File: src/rtl/act_skew_feeder.sv
// rtl/act_skew_feeder.sv - skewed activation feeder with zero flush for the systolic array left edge
module act_skew_feeder #(
   parameter int DATA_WIDTH = 8,
   parameter int ROWS       = 4,
   parameter int COLS       = 4,
   parameter int LEN_WIDTH  = 16
) (
   input  logic                       clk,
   input  logic                       rst,
   input  logic                       start,
   input  logic [LEN_WIDTH-1:0]       len,
   input  logic                       in_valid,
   output logic                       in_ready,
   input  logic [ROWS*DATA_WIDTH-1:0] in_data,
   output logic [ROWS*DATA_WIDTH-1:0] row_data,
   output logic [ROWS-1:0]            row_valid,
   output logic                       busy,
   output logic                       done
);

   localparam int FW = $clog2(ROWS + COLS) + 1;
   // Drain length: the deepest lane needs ROWS-1 extra cycles, then COLS more for the bottom row to empty.
   localparam logic [FW-1:0] FLUSH_LEN = FW'(ROWS - 1 + COLS);

   typedef enum logic [1:0] {
      S_IDLE,
      S_STREAM,
      S_FLUSH,
      S_DONE
   } state_t;

   state_t               state;
   state_t               state_nx;
   logic [LEN_WIDTH-1:0] remaining;
   logic [LEN_WIDTH-1:0] remaining_nx;
   logic [FW-1:0]        flush_cnt;
   logic [FW-1:0]        flush_cnt_nx;
   logic                 accept;

   // Control state registers; reset aborts any pass without a done pulse.
   always_ff @(posedge clk) begin
      if (!rst) begin
         state     <= S_IDLE;
         remaining <= '0;
         flush_cnt <= '0;
      end else begin
         state     <= state_nx;
         remaining <= remaining_nx;
         flush_cnt <= flush_cnt_nx;
      end
   end

   // Next-state logic and state-decoded outputs (in_ready never looks at in_valid).
   always_comb begin
      state_nx     = state;
      remaining_nx = remaining;
      flush_cnt_nx = flush_cnt;
      in_ready     = 1'b0;
      busy         = (state != S_IDLE);
      done         = 1'b0;
      case (state)
         S_IDLE: begin
            if (start) begin
               if (len != '0) begin
                  state_nx     = S_STREAM;
                  remaining_nx = len;
               end else begin
                  state_nx = S_DONE;
               end
            end
         end
         S_STREAM: begin
            in_ready = 1'b1;
            if (in_valid) begin
               remaining_nx = remaining - LEN_WIDTH'(1);
               if (remaining == LEN_WIDTH'(1)) begin
                  state_nx     = S_FLUSH;
                  flush_cnt_nx = FLUSH_LEN;
               end
            end
         end
         S_FLUSH: begin
            flush_cnt_nx = flush_cnt - FW'(1);
            if (flush_cnt == FW'(1)) begin
               state_nx = S_DONE;
            end
         end
         S_DONE: begin
            done     = 1'b1;
            state_nx = S_IDLE;
         end
         default: begin
            state_nx = S_IDLE;
         end
      endcase
   end

   assign accept = in_valid && in_ready;

   genvar gi;
   generate
      for (gi = 0; gi < ROWS; gi++) begin : g_lane
         logic [DATA_WIDTH-1:0] line_d [0:gi];
         logic                  line_v [0:gi];

         // Lane delay line shifts every cycle since the array never stalls; idle slots carry bubbles.
         always_ff @(posedge clk) begin
            if (!rst) begin
               for (int j = 0; j <= gi; j++) begin
                  line_d[j] <= '0;
                  line_v[j] <= 1'b0;
               end
            end else begin
               line_d[0] <= accept ? in_data[gi*DATA_WIDTH +: DATA_WIDTH] : '0;
               line_v[0] <= accept;
               for (int j = 1; j <= gi; j++) begin
                  line_d[j] <= line_d[j-1];
                  line_v[j] <= line_v[j-1];
               end
            end
         end

         assign row_data[gi*DATA_WIDTH +: DATA_WIDTH] = line_d[gi];
         assign row_valid[gi]                        = line_v[gi];
      end
   endgenerate

endmodule

File: config.mk
export PLATFORM = sky130hd
export DESIGN_NAME = act_skew_feeder
export DESIGN_NICKNAME = d
export VERILOG_FILES = /design/src/rtl/act_skew_feeder.sv
export SDC_FILE = /design/constraint.sdc
export NUM_CORES = 1
export LEC_CHECK = 0
export ABC_AREA = 0
export CAP_MARGIN = 15
export CORE_MARGIN = 4
export CORE_UTILIZATION = 37
export DETAILED_ROUTE_END_ITERATION = 16
export GPL_TIMING_DRIVEN = 0
export HOLD_SLACK_MARGIN = 0.12
export PLACE_DENSITY_LB_ADDON = 0.25
export SLEW_MARGIN = 30
export SYNTH_ARGS = -nofsm -noshare
export SYNTH_HDL_FRONTEND = slang
export SYNTH_SLANG_ARGS = --single-unit
File: constraint.sdc
create_clock -name clk -period 2.82 [get_ports clk]
set_clock_uncertainty 0.2 [all_clocks]
set_input_delay 0.564 -clock clk [delete_from_list [all_inputs] [get_ports clk]]
set_output_delay 0.564 -clock clk [all_outputs]
set_load 0.005 [all_outputs]
== Yosys cells after proc, flatten, opt, wreduce, memory -nomap -nowiden ==
Memories as Yosys holds them, arrays and structs flattened.
Cells that the tools add are included.

* Eq/ne operators: 10
* Reduce and logical (&&, ||, !) cells: 11
* Muxes and demuxes: 43
* Add/subtract/negate cells: 2
* Bitwise logic cells: 18

{| class="wikitable"
|+ Operators by type and width
! operator !! number
|-
| two-way mux 8 bit || 14
|-
| two-way mux 16 bit || 3
|-
| one-hot mux 16 bit (2 select lines) || 1
|-
| bitwise OR 1 bit || 18
|-
| == test 16 x 1 -> 1 bit, second input constant || 1
|-
| two-way mux 1 bit || 16
|-
| nonzero test 16 bit || 1
|-
| subtractor 16 x 1 -> 16 bit, second input constant || 1
|-
| two-way mux 2 bit || 5
|-
| inequality test 2 bit, second input constant || 5
|-
| two-way mux 4 bit || 2
|-
| one-hot mux 2 bit (4 select lines) || 1
|-
| one-hot mux 4 bit (2 select lines) || 1
|-
| AND reduction 4 bit || 2
|-
| OR reduction 8 bit || 1
|-
| nonzero test 2 bit || 3
|-
| == test 2 bit, second input constant || 2
|-
| == test 4 x 1 -> 1 bit, second input constant || 1
|-
| subtractor 4 x 1 -> 4 bit, second input constant || 1
|-
| AND reduction 3 bit || 1
|-
| == test 2 x 1 -> 1 bit, second input constant || 1
|-
| logical NOT 2 bit || 1
|-
| logical AND 1 bit || 1
|-
| OR reduction 1 bit || 1
|}

* Memories: 8
* Output and inout bits: 39
* Bits in registers: 22
* Bits in writable memories: 90

{| class="wikitable"
|+ Memories
! memory !! depth !! bits a word !! rd ports !! clocked after Yosys merged registers in !! write ports !! line !! text
|-
| g_lane[3].line_d || 4 || 8 || 4 || 0 || 4 || 103 || <nowiki>logic [DATA_WIDTH-1:0] line_d [0:gi];</nowiki>
|-
| g_lane[2].line_d || 3 || 8 || 3 || 0 || 3 || 103 ||
|-
| g_lane[1].line_d || 2 || 8 || 2 || 0 || 2 || 103 ||
|-
| g_lane[0].line_d || 1 || 8 || 1 || 0 || 1 || 103 ||
|-
| g_lane[3].line_v || 4 || 1 || 4 || 0 || 4 || 104 || <nowiki>logic line_v [0:gi];</nowiki>
|-
| g_lane[2].line_v || 3 || 1 || 3 || 0 || 3 || 104 ||
|-
| +2 memories || - || - || - || - || - || - ||
|}

== Depth between registers and ports, before layout ==
Gate-level depths: netlist of run 1.

* Word-level depth: 5
* Mapped depth: 8
* Gate-level depth less buffers: 7

== Worst setup path before layout of run 1 ==
OpenSTA, ideal clock, no wires.

* Path type: flip-flop to flip-flop
* Start: reg state[1]
* End: reg remaining[11]
* Clock period less this slack: 2.028 ns
* Slack: 0.792 ns
* Library setup time: 0.131 ns
* Data required time: 2.489 ns
* Arrival time: 1.698 ns
* Stages on the path, launching flop included: 9
* Cell sequence: dfxtp_1 inv_1 ha_1 clkinv_1 a211oi_1 o21ai_1 clkbuf_1 o211ai_1 o31ai_1

* Word-level cells in the longest chain between the ends: 3

{| class="wikitable"
|+ RTL lines
! element !! line !! text
|-
| from (decl) || 32 || <nowiki>state_t state;</nowiki>
|-
| from (signal assigned) || 47 || <nowiki>state <= state_nx;</nowiki>
|-
| == test 2 x 1 -> 1 bit / logical NOT 2 bit (equally long branches) || 61 || <nowiki>case (state)</nowiki>
|-
| inequality test 2 bit (no source line) / nonzero test 2 bit (equally long branches) || - ||
|-
| AND reduction 4 bit (no source line) || - ||
|-
| to (signal assigned) || 48 || <nowiki>remaining <= remaining_nx;</nowiki>
|-
| to (decl) || 34 || <nowiki>logic [LEN_WIDTH-1:0] remaining;</nowiki>
|}

Several ways; a longest one is shown, not always the timed one.
A chain may end at the register's enable or synchronous reset.

== Final worst setup path of run 1 ==
* Start: in len[6]
* End: reg remaining[7]

* Word-level cells in the longest chain between the ends: 3

{| class="wikitable"
|+ RTL lines
! element !! line !! text
|-
| from (decl) || 11 || <nowiki>input logic [LEN_WIDTH-1:0] len,</nowiki>
|-
| nonzero test 16 bit || 64 || <nowiki>if (len != '0) begin</nowiki>
|-
| inequality test 2 bit (no source line) || - ||
|-
| AND reduction 4 bit (no source line) || - ||
|}

No other way between the ends.

==> flow_summary.json, run 1 <==
{
  "numCtsBuffers": 9,
  "fin_crit_ns": 2.66,
  "boundaryPins": 91,
  "grt_usage": 0.141,
  "cts_tree": "done",
  "synth_top_family_by_area": "simple AND/OR/NAND/NOR gates",
  "slew_viol_final": 0,
  "ys_ff_latch": 110,
  "max_stage_delay_ns": 0.49,
  "synth-simple-area-share": 0.233,
  "slew_headroom": 0.516,
  "yosysWarnings": 0,
  "setup_viol": 0,
  "synth.distinct_cells": 46,
  "fin_crit_sh": 0.942,
  "max_freq_mhz": 376,
  "clock_sinks": 110,
  "drive_above_1_share": 0.0797,
  "synth.area.mux_share": 0.00755,
  "layout.cells.non_filler": 638,
  "antenna_left": 0,
  "drt-initial-drc-count": 203,
  "status": "complete, no violations",
  "initial_core_util": 0.382,
  "wire_per_inst_um": 13.5,
  "cp-end-kind": "flip-flop",
  "route.detailed.drc": 0,
  "ys.flop_type": "dfxtp_1",
  "synth_nets": 456,
  "routed_via_density": 4.72,
  "maxCapViolations": 0,
  "power.density_nw_per_um2": 799,
  "diodes": 0,
  "final_common_cell": "dfxtp_1",
  "syn_to_final_growth_pct": 33.0,
  "path_buf_inv": 2,
  "cp.required_ns": 2.91,
  "holdWs_ns": 0.240,
  "first_pass_iters": 4,
  "cts_resized": 0,
  "synthXorXnorAreaFrac": 0,
  "clockBufferDepth": 2,
  "dieArea_um2": 12500,
  "synth-seq-area-share": 0.554,
  "hold_viol": 0,
  "port-buffer-count": 90,
  "async_reset_ff_frac": 0,
  "crit_slowest_cell": "nor4_1",
  "post_cts_buffers": 0,
  "layout_common_cells": "dfxtp_1 (110), clkdlybuf4s50_1 (90), and2_1 (86)",
  "synth_compound_area_frac": 0.116,
  "gp_congestion": 0.890,
  "postCtsHoldBufs": 0,
  "htree_levels": 3,
  "crit_type": "in -> reg",
  "worstPathMaxFanout": 10,
  "antenna_found_initial": 0,
  "wirelength_um": 8590,
  "synth_area_um2": 3980,
  "grt_max_degree": 21,
  "final.setup.worst_slack_ns": 0.164,
  "synth_edf_count": 0,
  "pre_cts_ws_ns": -0.213,
  "fp.dieW_um": 112,
  "clk_root_buffer_cell": "clkbuf_8",
  "num_vias": 3011,
  "clk_pin_slew_ns": 0.10,
  "hpwl_um": 6330,
  "cp-start-kind": "input port",
  "tightestPinTransition_ns": 0.721,
  "grt_pass1_wl_um": 14200,
  "core_um2": 10400,
  "grt_pass1_vias": 2892,
  "synth_fa_ha_area_frac": 0.0252,
  "cellLeakagePower_nw": 2.13,
  "vdd.ir_drop.worst_uv": 415,
  "fp.dieH_um": 112,
  "grt_overflow": 0,
  "dp.cells": 622,
  "synth.avg_cell_area_um2": 10.0,
  "crit_chain": "clkdlybuf4s50_1 -> nor4_1 -> nand4_1 -> o21ai_1 -> clkbuf_1 -> o211ai_1 -> o31ai_1",
  "crit_arrival_ns": 2.74,
  "grt_setup_unrepaired": "no",
  "tns_ns": 0,
  "hold_class": "reg -> reg",
  "final_nets": 557,
  "cp_top_family": "buffers and inverters",
  "clk_latency_ns": 0.37,
  "rows": 37,
  "synthCells": 396
}
## final cells by class
cell class / count / area, um2
tap: 136 / 170
clock buffer: 9 / 124
buffer: 38 / 215
multi-input combinational: 237 / 1520
timing repair buffer: 90 / 901
clock inverter: 7 / 114
sequential: 110 / 2200
inverter: 11 / 45.0
fill: 944 / 5130
## worst paths after layout
check | start | endpoint | slack, ns | depth (start not counted)
max | len[6] | remaining[7]$_SDFFE_PN0P_ | 0.16 | 7
min | g_lane[2].line_d[0][8]$_SDFF_PN0_ | g_lane[2].line_d[0][16]$_SDFF_PN0_ | 0.24 | 1
max reg2reg | state[1]$_SDFFE_PN0P_ | remaining[7]$_SDFFE_PN0P_ | 0.22 | 8
min reg2reg | g_lane[2].line_d[0][8]$_SDFF_PN0_ | g_lane[2].line_d[0][16]$_SDFF_PN0_ | 0.24 | 1
## cells in the mapped netlist (4+ instances only)
| cell | n | area share |
|---|---|---|
| dfxtp_1 | 110 | 0.55 |
| and2_1 | 86 | 0.14 |
| a21oi_1 | 25 | 0.031 |
| nand2_1 | 21 | 0.020 |
| buf_4 | 19 | 0.036 |
| clkbuf_1 | 18 | 0.017 |
| nor2_1 | 12 | 0.011 |
| inv_1 | 10 | 0.0094 |
| ha_1 | 8 | 0.025 |
| and3_1 | 6 | 0.0094 |
| o21ai_0 | 6 | 0.0075 |
| o31ai_1 | 6 | 0.011 |
| o32ai_1 | 5 | 0.011 |
| a21o_1 | 4 | 0.0075 |
| nor4_1 | 4 | 0.0063 |
| or4_1 | 4 | 0.0075 |
## stage by stage
step                power [mW]  area (um2)   util
finish                    4.23        5290  0.508
CTS                       4.25        5290  0.508
global placement          3.16        5050  0.485
global route              4.50        5290  0.508
detailed placement        3.17        5050  0.485
floorplan                 2.73        3980      -
## where the power goes
group / internal, mW / switching (mW) / leakage [nW]
combinational: 0.562 / 0.755 / 1.12
clock: 0.522 / 0.551 / 0.119
sequential: 1.71 / 0.126 / 0.891
total: 2.80 / 1.43 / 2.13
## worst reg2reg max path, stage by stage (launching register included)
cell        delay [ns]
dfxtp_1           0.36
inv_1             0.09
ha_1              0.40
clkinvlp_4        0.33
a211oi_1          0.29
o21ai_1           0.18
clkbuf_1          0.29
o211ai_1          0.25
o31ai_1           0.09
## cells by family after synthesis
group,Yosys count
adder cells (fa/ha/maj),8
flip-flops,110
multiplexers,3
buffers and inverters,49
AND/OR/NAND/NOR,157
AO/OA/AOI/OAI,69
## sequential cells by signal, indices dropped and copies added (netlist names)
signal / flops
remaining: 16
g_lane.line_v: 8
state: 2
flush_cnt: 4
g_lane.line_d: 80
## routing by layer
layer,vias to the layer above,track usage,share of wire
met2,101,0.221,0.46
met3,12,0.0353,0.070
met4,0,0.0462,0.013
met1,1369,0.191,0.45
li1,1529,-,-
met5,-,0,0
(Power assumes the default switching activity.)
==> inputs of run 2 (changes only) <==
--- a/config.mk
+++ b/config.mk
@@ -8,7 +8,7 @@
 export ABC_AREA = 0
 export CAP_MARGIN = 15
 export CORE_MARGIN = 4
-export CORE_UTILIZATION = 37
+export CORE_UTILIZATION = 49
 export DETAILED_ROUTE_END_ITERATION = 16
 export GPL_TIMING_DRIVEN = 0
 export HOLD_SLACK_MARGIN = 0.12
==> run 2 against run 1 <==
Global-route usage rose by 4.0 points. Sequential cell count did not move. Routed wire length fell by 0.50%. Highest routed layer unchanged.
==> flow_summary.json, run 2 (synthesis gave the netlist of run 1 again) <==
{
  "power.density_nw_per_um2": 784,
  "clk_pin_slew_ns": 0.11,
  "final-seq-area_um2": 2200,
  "hold_viol": 0,
  "grt_usage": 0.181,
  "rows": 32,
  "gp_congestion": 0.913,
  "initial_core_util": 0.509,
  "hpwl_um": 6350,
  "crit_arrival_ns": 2.59,
  "grt_pass1_vias": 2931,
  "crit_chain": "clkdlybuf4s50_1 -> nor4_1 -> nand4_1 -> o21ai_1 -> clkbuf_1 -> a21oi_1 -> o32ai_1",
  "worstPathMaxFanout": 10,
  "syn_to_final_growth_pct": 31.1,
  "clockBufferDepth": 2,
  "pre_cts_ws_ns": -0.0714,
  "maxCapViolations": 0,
  "grt_max_degree": 21,
  "layout_common_cells": "dfxtp_1 (110), clkdlybuf4s50_1 (90), and2_1 (86)",
  "fin_crit_sh": 0.892,
  "diodes": 0,
  "numCtsBuffers": 9,
  "cellLeakagePower_nw": 2.11,
  "route.detailed.drc": 0,
  "core_um2": 7810,
  "final_nets": 557,
  "largest_reg_flops": 80,
  "grt_setup_unrepaired": "no",
  "wirelength_um": 8550,
  "final.setup.worst_slack_ns": 0.306,
  "n_fill_cell": 636,
  "cp-start-kind": "input port",
  "post_cts_buffers": 0,
  "drive_above_1_share": 0.0817,
  "fp.dieH_um": 98.1,
  "port-buffer-count": 90,
  "vdd.ir_drop.worst_uv": 401,
  "clock_sinks": 110,
  "antenna_found_initial": 0,
  "cp.required_ns": 2.89,
  "hold_class": "reg -> reg",
  "cts_tree": "done",
  "fin_crit_ns": 2.51,
  "status": "complete, no violations",
  "cp-end-kind": "flip-flop",
  "grt_overflow": 0,
  "clk_latency_ns": 0.37,
  "max_stage_delay_ns": 0.50,
  "tns_ns": 0,
  "multi_input_comb_area_um2": 1520,
  "clk_root_buffer_cell": "clkbuf_8",
  "wire_per_inst_um": 14.1,
  "utilization": 0.668,
  "grt_pass1_wl_um": 14000,
  "htree_levels": 3,
  "slew_viol_final": 0,
  "slew_headroom": 0.534,
  "top_regs": "g_lane.line_d: 80 flops, remaining: 16 flops, g_lane.line_v: 8 flops",
  "holdWs_ns": 0.235,
  "path_buf_inv": 2,
  "crit_type": "in -> reg",
  "crit_slowest_cell": "clkbuf_1",
  "boundaryPins": 91,
  "fp.dieW_um": 98.1,
  "routed_via_density": 5.03,
  "dieArea_um2": 9620,
  "top_register": "g_lane.line_d",
  "num_vias": 3039,
  "first_pass_iters": 4,
  "drt-initial-drc-count": 151,
  "setup_viol": 0,
  "final_common_cell": "dfxtp_1",
  "tightestPinTransition_ns": 0.693,
  "max_freq_mhz": 398,
  "antenna_left": 0,
  "cp_top_family": "buffers and inverters"
}
[run 2: cell types whose count changed in the layout (fill, tap and decap cells not counted), sizes merged]
cell    before  now
clkbuf      27   28
bufinv       2    0
clkinv       2    3
[run 2: layout make-up]
cell class | instances | share of cell area
Tap cell | 102 | 0.0245
Sequential cell | 110 | 0.422
Buffer | 38 | 0.0413
Clock inverter | 6 | 0.0125
Timing Repair Buffer | 90 | 0.173
Inverter | 11 | 0.00864
Multi-Input combinational cell | 237 | 0.292
Clock buffer | 10 | 0.0264
[run 2: what timing repair did]
action	in CTS	in global routing
gates resized for setup	0	2
hold buffers	0	0
endpoints found under the setup margin	0	7
[run 2: final timing paths]
kind	startpoint	endpoint	slack, ns	cells after the start
min reg2reg	g_lane[2].line_d[0][5]$_SDFF_PN0_	g_lane[2].line_d[0][13]$_SDFF_PN0_	0.23	1
max	len[6]	remaining[5]$_SDFFE_PN0P_	0.31	7
max reg2reg	state[1]$_SDFFE_PN0P_	remaining[5]$_SDFFE_PN0P_	0.34	8
min	g_lane[2].line_d[0][5]$_SDFF_PN0_	g_lane[2].line_d[0][13]$_SDFF_PN0_	0.23	1
[run 2: where the power goes]
group | switching (mW) | internal, mW
Clock | 0.548 | 0.372
Combinational | 0.767 | 0.564
Sequential | 0.126 | 1.71
Total | 1.44 | 2.65
[run 2: metal layers]
| layer | GRT usage | vias up | share of wire |
|---|---|---|---|
| li1 | - | 1521 | - |
| met1 | 0.229 | 1401 | 0.43 |
| met2 | 0.312 | 108 | 0.48 |
| met3 | 0.0343 | 9 | 0.080 |
| met4 | 0.0586 | 0 | 0.0077 |
| met5 | 0 | - | 0 |
[run 2: stage by stage]
stage               instance area (um2)  instances  power (mW)
floorplan                          3980        396        2.73
global placement                   5010        588        3.14
finish                             5220        604        4.09
global route                       5220        604        4.35
detailed placement                 5010        588        3.17
CTS                                5210        604        4.09
==> inputs of run 3 (changes only) <==
==> constraint.sdc (replaced) <==
create_clock -name clk -period 2.5 [get_ports clk]
set_clock_uncertainty 0.2 [all_clocks]
set_input_delay 0.5 -clock clk [delete_from_list [all_inputs] [get_ports clk]]
set_output_delay 0.5 -clock clk [all_outputs]
set_load 0.005 [all_outputs]
==> run 3 against run 2 <==
Global-route usage did not move. Routed wire length fell by 0.11%. Combinational power rose by 14%. Final cell count did not move. Critical endpoint is now busy. Largest cell class unchanged. Highest routed layer unchanged.
==> flow_summary.json, run 3 (synthesis gave the netlist of run 1 again) <==
{
  "grt_pass1_wl_um": 14000,
  "top_regs": "g_lane.line_d: 80 flops, remaining: 16 flops, g_lane.line_v: 8 flops",
  "cp-start-kind": "flip-flop",
  "clk_root_buffer_cell": "clkbuf_8",
  "crit_chain": "inv_1 -> ha_1 -> inv_1 -> clkdlybuf4s50_1",
  "fp.dieH_um": 98.1,
  "crit_slowest_cell": "clkdlybuf4s50_1",
  "fin_crit_ns": 2.39,
  "clock_sinks": 110,
  "clk_latency_ns": 0.37,
  "routed_via_density": 4.99,
  "worstPathMaxFanout": 4,
  "dp.cells": 588,
  "post_cts_buffers": 0,
  "slew_viol_final": 0,
  "diodes": 0,
  "pre_cts_ws_ns": -0.327,
  "wirelength_um": 8540,
  "grt_setup_unrepaired": "no",
  "cellLeakagePower_nw": 2.12,
  "cp_top_family": "buffers and inverters",
  "numCtsBuffers": 9,
  "hold_viol": 0,
  "fin_area_um2": 5220,
  "fp.dieW_um": 98.1,
  "wire_per_inst_um": 14.1,
  "grt_max_degree": 21,
  "grt_usage": 0.181,
  "placed_cell_area_um2": 5010,
  "crit_arrival_ns": 1.69,
  "syn_to_final_growth_pct": 31.1,
  "route.detailed.drc": 0,
  "hold_class": "reg -> reg",
  "final_common_cell": "dfxtp_1",
  "antenna_found_initial": 0,
  "max_freq_mhz": 418,
  "critPathMostFrequentCell": "inv_1",
  "cp-end-kind": "output port",
  "num_vias": 3013,
  "drt-initial-drc-count": 152,
  "rows": 32,
  "power.density_nw_per_um2": 885,
  "crit_type": "reg -> out",
  "port-buffer-count": 90,
  "layout_common_cells": "dfxtp_1 (110), clkdlybuf4s50_1 (90), and2_1 (86)",
  "utilization": 0.668,
  "drive_above_1_share": 0.0857,
  "core_um2": 7810,
  "max_stage_delay_ns": 0.51,
  "largest_reg_flops": 80,
  "slew_headroom": 0.545,
  "top_register": "g_lane.line_d",
  "setup_viol": 0,
  "cts_tree": "done",
  "initial_core_util": 0.509,
  "vdd.ir_drop.worst_uv": 461,
  "final_nets": 557,
  "htree_levels": 3,
  "layout.cells.non_filler": 604,
  "grt_pass1_vias": 2931,
  "gp_congestion": 0.913,
  "hpwl_um": 6350,
  "first_pass_iters": 4,
  "clk_pin_slew_ns": 0.11,
  "fin_crit_sh": 0.956,
  "antenna_left": 0,
  "grt_overflow": 0,
  "dieArea_um2": 9620,
  "postCtsHoldBufs": 0,
  "tightestPinTransition_ns": 0.677,
  "final.setup.worst_slack_ns": 0.110,
  "cp.required_ns": 1.80,
  "status": "complete, no violations",
  "boundaryPins": 91,
  "power.total_mw": 4.62,
  "clockBufferDepth": 2,
  "path_buf_inv": 3,
  "maxCapViolations": 0
}
==> run 3: path summary, 6_finish.rpt <==
| kind | startpoint | to | slack [ns] | cells past startpoint |
|---|---|---|---|---|
| hold reg to reg | g_lane[2].line_d[0][5]$_SDFF_PN0_ | g_lane[2].line_d[0][13]$_SDFF_PN0_ | 0.23 | 1 |
| setup reg to reg | state[1]$_SDFFE_PN0P_ | remaining[7]$_SDFFE_PN0P_ | 0.18 | 8 |
| hold / removal | g_lane[2].line_d[0][5]$_SDFF_PN0_ | g_lane[2].line_d[0][13]$_SDFF_PN0_ | 0.23 | 1 |
| setup / recovery | state[0]$_SDFFE_PN0P_ | busy | 0.11 | 4 |
==> run 3: cell type report <==
class	instances	area, um2
Clock inverter	6	65.1
Clock buffer	10	138
Fill cell	640	2590
Sequential cell	110	2200
Timing Repair Buffer	90	901
Buffer	38	218
Multi-Input combinational cell	237	1520
Inverter	11	42.5
Tap cell	102	128
==> run 3: where the power goes <==
group,internal [mW],switching [mW]
clock,0.419,0.617
combinational,0.639,0.866
sequential,1.93,0.143
==> run 3: metal layers <==
| layer | part of all wire | GRT usage | routed length [um] | up-vias |
|---|---|---|---|---|
| li1 | - | - | - | 1519 |
| met3 | 0.076 | 0.0343 | 647 | 9 |
| met2 | 0.48 | 0.312 | 4100 | 102 |
| met1 | 0.44 | 0.229 | 3720 | 1383 |
| met4 | 0.0077 | 0.0586 | 66 | 0 |
| met5 | 0 | 0 | 0 | - |
==> run 3: timing repair <==
action                     CTS  global route
setup endpoints to repair   13            11
pin swaps                    0             0
resized for setup            2             4
==> run 3: stage by stage <==
stage	setup TNS (ns)	hold slack (ns)
after floorplan	0	0.212
after global placement	-3.41	0.213
after detailed placement	-3.74	0.218
after CTS	0	0.239
after global routing	0	0.250
final	0	0.235
